--- config.mk ---
export PLATFORM = sky130hd
export DESIGN_NAME = udp_tx_seq_flat
export DESIGN_NICKNAME = d
export VERILOG_FILES = /design/src/rtl/udp_tx_seq_if.sv /design/src/rtl/udp_tx_seq.sv /design/src/flat_wrapper.sv
export SDC_FILE = /design/constraint.sdc
export NUM_CORES = 1
export LEC_CHECK = 0
export BUFFER_PORTS_ARGS = -buffer_cell sky130_fd_sc_hd__buf_4
export CORE_ASPECT_RATIO = 1.5
export CORE_MARGIN = 4
export CORE_UTILIZATION = 30
export DETAILED_ROUTE_END_ITERATION = 8
export PLACE_DENSITY = 0.46
export SLEW_MARGIN = 20
export SYNTH_ARGS = -nofsm -noshare
export SYNTH_HDL_FRONTEND = slang
export SYNTH_SLANG_ARGS = --single-unit
--- constraint.sdc ---
create_clock -name sys_clk -period 3.7 [get_ports sys_clk]
set_clock_uncertainty 0.15 [all_clocks]
set_input_delay 0.74 -clock sys_clk [delete_from_list [all_inputs] [get_ports sys_clk]]
set_output_delay 0.74 -clock sys_clk [all_outputs]
set_load 0.005 [all_outputs]
--- src/rtl/udp_tx_seq_if.sv ---
// udp_tx_seq_if: FIFO-fill / UDP-transmit handshake bundle.
// master = sequencer, slave = fifo_write + fifod2mac side.
interface udp_tx_seq_if #(
  parameter int LEN_W = 16
);
  logic             fs_fw;
  logic             fd_fw;
  logic             fs_udp_tx;
  logic             fd_udp_tx;
  logic [LEN_W-1:0] eth_tx_len;
  logic [7:0]       fifo_part;

  modport master (
    output fs_fw,
    output fs_udp_tx,
    output eth_tx_len,
    output fifo_part,
    input  fd_fw,
    input  fd_udp_tx
  );

  modport slave (
    input  fs_fw,
    input  fs_udp_tx,
    input  eth_tx_len,
    input  fifo_part,
    output fd_fw,
    output fd_udp_tx
  );
endinterface

--- src/rtl/udp_tx_seq.sv ---
// udp_tx_seq: single/burst/continuous frame sequencer driving the
// FIFO-fill then UDP-transmit handshakes, with channel rotation,
// inter-frame gap, handshake timeout and frame/error counters.
// Ports: sys_clk, rst (async, active-high); trig_i, mode_i,
// burst_num_i, gap_cycles_i, data_len_i (control); hs (handshake
// master: fs_fw/fd_fw, fs_udp_tx/fd_udp_tx, eth_tx_len, fifo_part);
// busy_o, err_o, frame_cnt_o, state_dbg_o (status).
module udp_tx_seq #(
  parameter int         NCH       = 4,
  parameter logic [7:0] PART_BASE = 8'h0D,
  parameter int         LEN_W     = 16,
  parameter int         CNT_W     = 16,
  parameter int         TO_W      = 24
) (
  input  logic             sys_clk,
  input  logic             rst,
  input  logic             trig_i,
  input  logic [1:0]       mode_i,
  input  logic [CNT_W-1:0] burst_num_i,
  input  logic [CNT_W-1:0] gap_cycles_i,
  input  logic [LEN_W-1:0] data_len_i,
  udp_tx_seq_if.master     hs,
  output logic             busy_o,
  output logic             err_o,
  output logic [CNT_W-1:0] frame_cnt_o,
  output logic [7:0]       state_dbg_o
);

  localparam int CW = (NCH > 1) ? $clog2(NCH) : 1;
  localparam logic [CW-1:0] CH_LAST = CW'(NCH - 1);

  typedef enum logic [2:0] {
    S_IDLE  = 3'd0,
    S_LOAD  = 3'd1,
    S_FILL  = 3'd2,
    S_SEND  = 3'd3,
    S_GAP   = 3'd4,
    S_DONE  = 3'd5,
    S_FAULT = 3'd6
  } state_t;

  state_t           state_q, state_d;
  logic [CW-1:0]    ch_q, ch_d;
  logic [CNT_W-1:0] budget_q, budget_d;
  logic             unlim_q, unlim_d;
  logic [CNT_W-1:0] gap_q, gap_d;
  logic [CNT_W-1:0] fcnt_q, fcnt_d;
  logic [TO_W-1:0]  to_q, to_d;
  logic             err_q, err_d;
  logic [LEN_W-1:0] len_q, len_d;
  logic [7:0]       part_q, part_d;
  logic             fdt_meta_q, fdt_q;

  logic to_hit;
  logic gap_ok;
  logic more;

  // fd_udp_tx comes from the gmii_txc domain
  always_ff @(posedge sys_clk or posedge rst) begin
    if (rst) begin
      fdt_meta_q <= 1'b0;
      fdt_q      <= 1'b0;
    end else begin
      fdt_meta_q <= hs.fd_udp_tx;
      fdt_q      <= fdt_meta_q;
    end
  end

  always_ff @(posedge sys_clk or posedge rst) begin
    if (rst) begin
      state_q  <= S_IDLE;
      ch_q     <= '0;
      budget_q <= '0;
      unlim_q  <= 1'b0;
      gap_q    <= '0;
      fcnt_q   <= '0;
      to_q     <= '0;
      err_q    <= 1'b0;
      len_q    <= '0;
      part_q   <= PART_BASE;
    end else begin
      state_q  <= state_d;
      ch_q     <= ch_d;
      budget_q <= budget_d;
      unlim_q  <= unlim_d;
      gap_q    <= gap_d;
      fcnt_q   <= fcnt_d;
      to_q     <= to_d;
      err_q    <= err_d;
      len_q    <= len_d;
      part_q   <= part_d;
    end
  end

  assign to_hit = &to_q;
  assign gap_ok = (gap_q >= gap_cycles_i);
  // mode 2 keeps going while the key is held
  assign more   = unlim_q ? trig_i : (budget_q != '0);

  always_comb begin
    state_d  = state_q;
    ch_d     = ch_q;
    budget_d = budget_q;
    unlim_d  = unlim_q;
    gap_d    = gap_q;
    fcnt_d   = fcnt_q;
    err_d    = err_q;
    len_d    = len_q;
    part_d   = part_q;
    unique case (state_q)
      S_IDLE: begin
        if (trig_i) begin
          state_d  = S_LOAD;
          unlim_d  = (mode_i == 2'd2);
          budget_d = CNT_W'(1);
          if (mode_i == 2'd1 && burst_num_i != '0)
            budget_d = burst_num_i;
        end
      end
      S_LOAD: begin
        len_d  = data_len_i;
        part_d = PART_BASE + 8'(ch_q);
        if (data_len_i == '0) begin
          err_d   = 1'b1;
          state_d = S_DONE;
        end else begin
          state_d = S_FILL;
        end
      end
      S_FILL: begin
        // done beats a coincident timeout
        if (hs.fd_fw) begin
          state_d = S_SEND;
        end else if (to_hit) begin
          err_d   = 1'b1;
          state_d = S_FAULT;
        end
      end
      S_SEND: begin
        if (fdt_q) begin
          fcnt_d   = fcnt_q + CNT_W'(1);
          ch_d     = (ch_q == CH_LAST) ? '0 : ch_q + CW'(1);
          budget_d = budget_q - CNT_W'(1);
          gap_d    = '0;
          state_d  = S_GAP;
        end else if (to_hit) begin
          err_d   = 1'b1;
          state_d = S_FAULT;
        end
      end
      S_GAP: begin
        if (!gap_ok)
          gap_d = gap_q + CNT_W'(1);
        // never restart before both dones have dropped
        if (gap_ok && !hs.fd_fw && !fdt_q)
          state_d = more ? S_LOAD : S_DONE;
      end
      S_DONE: begin
        if (!trig_i)
          state_d = S_IDLE;
      end
      S_FAULT: begin
        if (!trig_i && !hs.fd_fw && !fdt_q)
          state_d = S_IDLE;
      end
      default: state_d = S_IDLE;
    endcase
  end

  // timeout counter restarts on every state entry
  always_comb begin
    to_d = '0;
    if (state_d == state_q &&
        (state_q == S_FILL || state_q == S_SEND))
      to_d = to_q + TO_W'(1);
  end

  assign hs.fs_fw      = (state_q == S_FILL);
  assign hs.fs_udp_tx  = (state_q == S_SEND);
  assign hs.eth_tx_len = len_q;
  assign hs.fifo_part  = part_q;

  assign busy_o      = (state_q != S_IDLE);
  assign err_o       = err_q;
  assign frame_cnt_o = fcnt_q;
  assign state_dbg_o = 8'(state_q);

endmodule
--- src/flat_wrapper.sv ---
// flat-port wrapper written by rule: the top's interface ports become plain ports
module udp_tx_seq_flat 
#(
  parameter int         NCH       = 4,
  parameter logic [7:0] PART_BASE = 8'h0D,
  parameter int         LEN_W     = 16,
  parameter int         CNT_W     = 16,
  parameter int         TO_W      = 24
)
  (sys_clk, rst, trig_i, mode_i, burst_num_i, gap_cycles_i, data_len_i, busy_o, err_o, frame_cnt_o, state_dbg_o, hs_fs_fw, hs_fs_udp_tx, hs_eth_tx_len, hs_fifo_part, hs_fd_fw, hs_fd_udp_tx);
  udp_tx_seq_if #(.LEN_W(LEN_W)) hs_i ();
  input  logic sys_clk;
  input  logic rst;
  input  logic trig_i;
  input  logic [1:0] mode_i;
  input  logic [CNT_W-1:0] burst_num_i;
  input  logic [CNT_W-1:0] gap_cycles_i;
  input  logic [LEN_W-1:0] data_len_i;
  output logic busy_o;
  output logic err_o;
  output logic [CNT_W-1:0] frame_cnt_o;
  output logic [7:0] state_dbg_o;
  output wire logic [$bits(hs_i.fs_fw)-1:0] hs_fs_fw;
  output wire logic [$bits(hs_i.fs_udp_tx)-1:0] hs_fs_udp_tx;
  output wire logic [$bits(hs_i.eth_tx_len)-1:0] hs_eth_tx_len;
  output wire logic [$bits(hs_i.fifo_part)-1:0] hs_fifo_part;
  input wire logic [$bits(hs_i.fd_fw)-1:0] hs_fd_fw;
  input wire logic [$bits(hs_i.fd_udp_tx)-1:0] hs_fd_udp_tx;
  assign hs_fs_fw = hs_i.fs_fw;
  assign hs_fs_udp_tx = hs_i.fs_udp_tx;
  assign hs_eth_tx_len = hs_i.eth_tx_len;
  assign hs_fifo_part = hs_i.fifo_part;
  assign hs_i.fd_fw = hs_fd_fw;
  assign hs_i.fd_udp_tx = hs_fd_udp_tx;
  udp_tx_seq #(.NCH(NCH), .PART_BASE(PART_BASE), .LEN_W(LEN_W), .CNT_W(CNT_W), .TO_W(TO_W)) u_core (.sys_clk(sys_clk), .rst(rst), .trig_i(trig_i), .mode_i(mode_i), .burst_num_i(burst_num_i), .gap_cycles_i(gap_cycles_i), .data_len_i(data_len_i), .hs(hs_i), .busy_o(busy_o), .err_o(err_o), .frame_cnt_o(frame_cnt_o), .state_dbg_o(state_dbg_o));
endmodule
==> results.sh <==
export IMPL_final_area_um2=6590
export IMPL_nNetsFinal=772
export IMPL_power_density_nw_per_um2=618
export IMPL_num_vias=4517
export IMPL_synthCells=600
export IMPL_fin_setup_tns_ns=0
export IMPL_clock_sinks=101
export IMPL_grt_pass1_wl_um=22400
export IMPL_antenna_found_initial=0
export IMPL_ctsResizeCount=0
export IMPL_die_area_um2=20100
export IMPL_wl_per_cell_um=15.0
export IMPL_clk_pin_slew_ns=0.07
export IMPL_grt_overflow_total=0
export IMPL_cts_hold_buffers=0
export IMPL_cp_max_fo=12
export IMPL_setup_viol=0
export IMPL_clkLatencyLatePin_ns=0.34
export IMPL_dpl_cell_area_um2=6310
export IMPL_ioPinCount=107
export IMPL_drt_total_wl_um=13700
export IMPL_die_h_um=172
export IMPL_hp_start="u_core.fdt_meta_q"
export IMPL_yosysSeqAreaShare_pct=47.2
export IMPL_cts_root_buffer="clkbuf_16"
export IMPL_rsz0062_at_grt="false"
export IMPL_ys_flop_type="dfrtp_1"
export IMPL_min_path_cells=0
export IMPL_worstSetupPathType="reg -> reg"
export IMPL_die_w_um=117
export IMPL_post_route_min_period_ns=2.80
export IMPL_cpMostUsedCell="nand3_1"
export IMPL_path_cells="nor3b_4 > nand3_1 > nor4_1 > nand3_1 > or3_1 > a21oi_1"
export IMPL_synth_warnings=0
export IMPL_grt_pass1_vias=4468
export IMPL_drt_iter0_drc=155
export IMPL_ys_types=53
export IMPL_ys_ff_latch=101
export IMPL_crit_slowest_cell="dfrtp_1"
export IMPL_async_reset_ff_share_pct=100
export IMPL_ant_nets=0
export IMPL_min_delay_worst_endpoint="u_core.fdt_q"
export IMPL_drt_pass1_iterations=4
export IMPL_cts_made_buffers=9
export IMPL_row_count=59
export IMPL_layout_drive_gt1_share_pct=19.3
export IMPL_outcome="finished clean"
export IMPL_io_buffers=98
export IMPL_grt_max_degree=49
export IMPL_place_gp_congestion=0.767
export IMPL_timing_fmax_ghz=0.357
export IMPL_reg2reg_depth=6
export IMPL_n_antenna_cell=0
export IMPL_clockBufferDepth=2
export IMPL_grt_usage_pct=14.0
export IMPL_r2r_start="u_core.state_q[2]"
export IMPL_post_dp_hpwl_um=10500
export IMPL_hp_class="reg -> reg"
export IMPL_tritoncts="done"
export IMPL_viasPerCell=4.94
export IMPL_syn2layout_area_growth_pct=22.8
export IMPL_synth_area_um2=5360
export IMPL_setup_worst_path_end_class="register"
export IMPL_finalHoldViolations=0
export IMPL_arrival_ns=2.92
export IMPL_cts_setup_buffers=0
export IMPL_drc=0
export IMPL_worstMarginPinSlew_ns=0.771
export IMPL_maxSlewViolCount=0
export IMPL_start_kind="register"
export IMPL_slew_headroom_pct=48.4
export IMPL_leakage_nw=3.15
export IMPL_syn_avg_cell_area_um2=8.94
export IMPL_core_um2=17500
export IMPL_crit_required_ns=3.82
export IMPL_drv_cap=0
export IMPL_r2r_slack_ns=0.90
export IMPL_vdd_drop_max_mv=0.224
export IMPL_timing_final_crit_share_pct=75.6
export IMPL_cpPeakStageDelay_ns=0.65
export IMPL_synth_edf_count=0
export IMPL_htreeDepth=3
export IMPL_initial_core_util_pct=30.7
export IMPL_r2r_end="u_core.gap_q[9]"
==> flip-flops by register name, summed over array words and instances, names as in the netlist <==
signal and count:
u_core.budget_q 16, u_core.to_q 24, u_core.hs.fifo_part 4, u_core.fdt_q 1
u_core.frame_cnt_o 16, u_core.hs.eth_tx_len 16, u_core.gap_q 16, u_core.fdt_meta_q 1
u_core.ch_q 2, u_core.state_q 3, u_core.unlim_q 1, u_core.err_o 1
==> per-stage QoR <==
step | std cells | total power, W | util (%) | setup slack (ns) | hold WS [ns]
6_report | 914 | 0.00407 | 37.7 | 0.902 | 0.205
3_3_place_gp | 898 | 0.00317 | 36.0 | 0.568 | 0.202
3_5_place_dp | 898 | 0.00321 | 36.0 | 0.573 | 0.192
2_1_floorplan | 607 | 0.00260 | - | 0.166 | 0.181
4_1_cts | 914 | 0.00415 | 37.7 | 0.863 | 0.209
5_1_grt | 914 | 0.00441 | 37.7 | 0.708 | 0.225
==> cell families after synthesis <==
logic type	synth area share (%)
AND/OR/NAND/NOR	24.2
AO/OA/AOI/OAI	11.5
flip-flops	47.2
buffers and inverters	5.25
XOR/XNOR	6.37
adder cells (fa/ha/maj)	4.90
multiplexers	0.560
other	0.0699
==> cell usage after synthesis, types with 2 or more instances <==
master | instances | area share [%]
xor2_1 | 23 | 3.8
and3_1 | 13 | 1.5
nor3_1 | 15 | 1.4
o22ai_1 | 2 | 0.23
buf_4 | 11 | 1.5
o21a_1 | 2 | 0.28
dfstp_2 | 2 | 0.98
buf_2 | 3 | 0.28
a211oi_1 | 2 | 0.28
nand2_1 | 106 | 7.4
a221o_1 | 2 | 0.37
o21ai_0 | 42 | 3.9
inv_1 | 33 | 2.3
a21oi_1 | 30 | 2.8
a22oi_1 | 5 | 0.70
o31ai_1 | 4 | 0.56
ha_1 | 21 | 4.9
nand2b_1 | 5 | 0.58
nor2_1 | 53 | 3.7
and4_1 | 4 | 0.65
or3_1 | 8 | 0.93
nand3_1 | 23 | 2.1
mux2i_1 | 3 | 0.56
o211ai_1 | 4 | 0.56
xnor2_1 | 16 | 2.6
nor2b_1 | 3 | 0.35
dfrtp_1 | 99 | 46
nand4_1 | 15 | 1.7
nor3_2 | 3 | 0.56
nor4_1 | 12 | 1.4
clkbuf_1 | 12 | 0.84
a31oi_1 | 3 | 0.35
==> how the worst max path moves through the flow <==
stage | to | startpoint | cells after the start
2_1_floorplan | u_core.budget_q[0] | rst | 1
5_1_grt | u_core.gap_q[15] | u_core.state_q[2] | 6
3_3_place_gp | u_core.gap_q[12] | gap_cycles_i[0] | 8
6_report | u_core.gap_q[9] | u_core.state_q[2] | 6
4_1_cts | u_core.gap_q[9] | u_core.state_q[2] | 6
3_5_place_dp | u_core.gap_q[12] | gap_cycles_i[0] | 8
==> power breakdown <==
group	leakage (nW)	switching (W)	internal (W)
Clock	0.134	0.000449	0.000467
Combinational	1.68	0.000763	0.000631
Sequential	1.33	0.000338	0.00142
==> cells in the final DEF, fill, tap and decap left out, types with 5 or more instances in the layout <==
| master | Yosys | final |
|---|---|---|
| inv_1 | 33 | 32 |
| clkbuf_16 | 0 | 9 |
| a22oi_1 | 5 | 5 |
| conb_1 | 1 | 8 |
| or3_1 | 8 | 8 |
| nand3_1 | 23 | 23 |
| o21ai_0 | 42 | 42 |
| nand2b_1 | 5 | 5 |
| nor2_1 | 53 | 53 |
| dfrtp_1 | 99 | 99 |
| buf_4 | 11 | 104 |
| xnor2_1 | 16 | 16 |
| nor4_1 | 12 | 12 |
| a21oi_1 | 30 | 30 |
| ha_1 | 21 | 21 |
| and3_1 | 13 | 13 |
| nand4_1 | 15 | 15 |
| nor3_1 | 15 | 15 |
| xor2_1 | 23 | 23 |
| nand2_1 | 106 | 106 |
==> per-layer routing <==
metal / global-route usage, % / part of all wire [%] / vias up
li1: - / - / 2249
met4: 5.09 / 2.0 / 0
met2: 24.9 / 54 / 83
met5: 0 / 0 / -
met1: 16.9 / 40 / 2171
met3: 2.11 / 3.6 / 14
==> final cells by class <==
class / count / area, um^2
clock buffer: 9 / 225
clock inverter: 7 / 57.6
fill: 1797 / 10900
inverter: 34 / 130
multi-input combinational: 445 / 2580
sequential: 101 / 2530
tap: 213 / 267
timing repair buffer: 105 / 801
==> critical path: cells and delay by family (launching register included) <==
family | cells | cell delay, ns
and+or+nand+nor | 5 | 1.77
AOI/OAI and AO/OA | 1 | 0.15
DFF | 1 | 0.65
(Power assumes the default switching activity.)
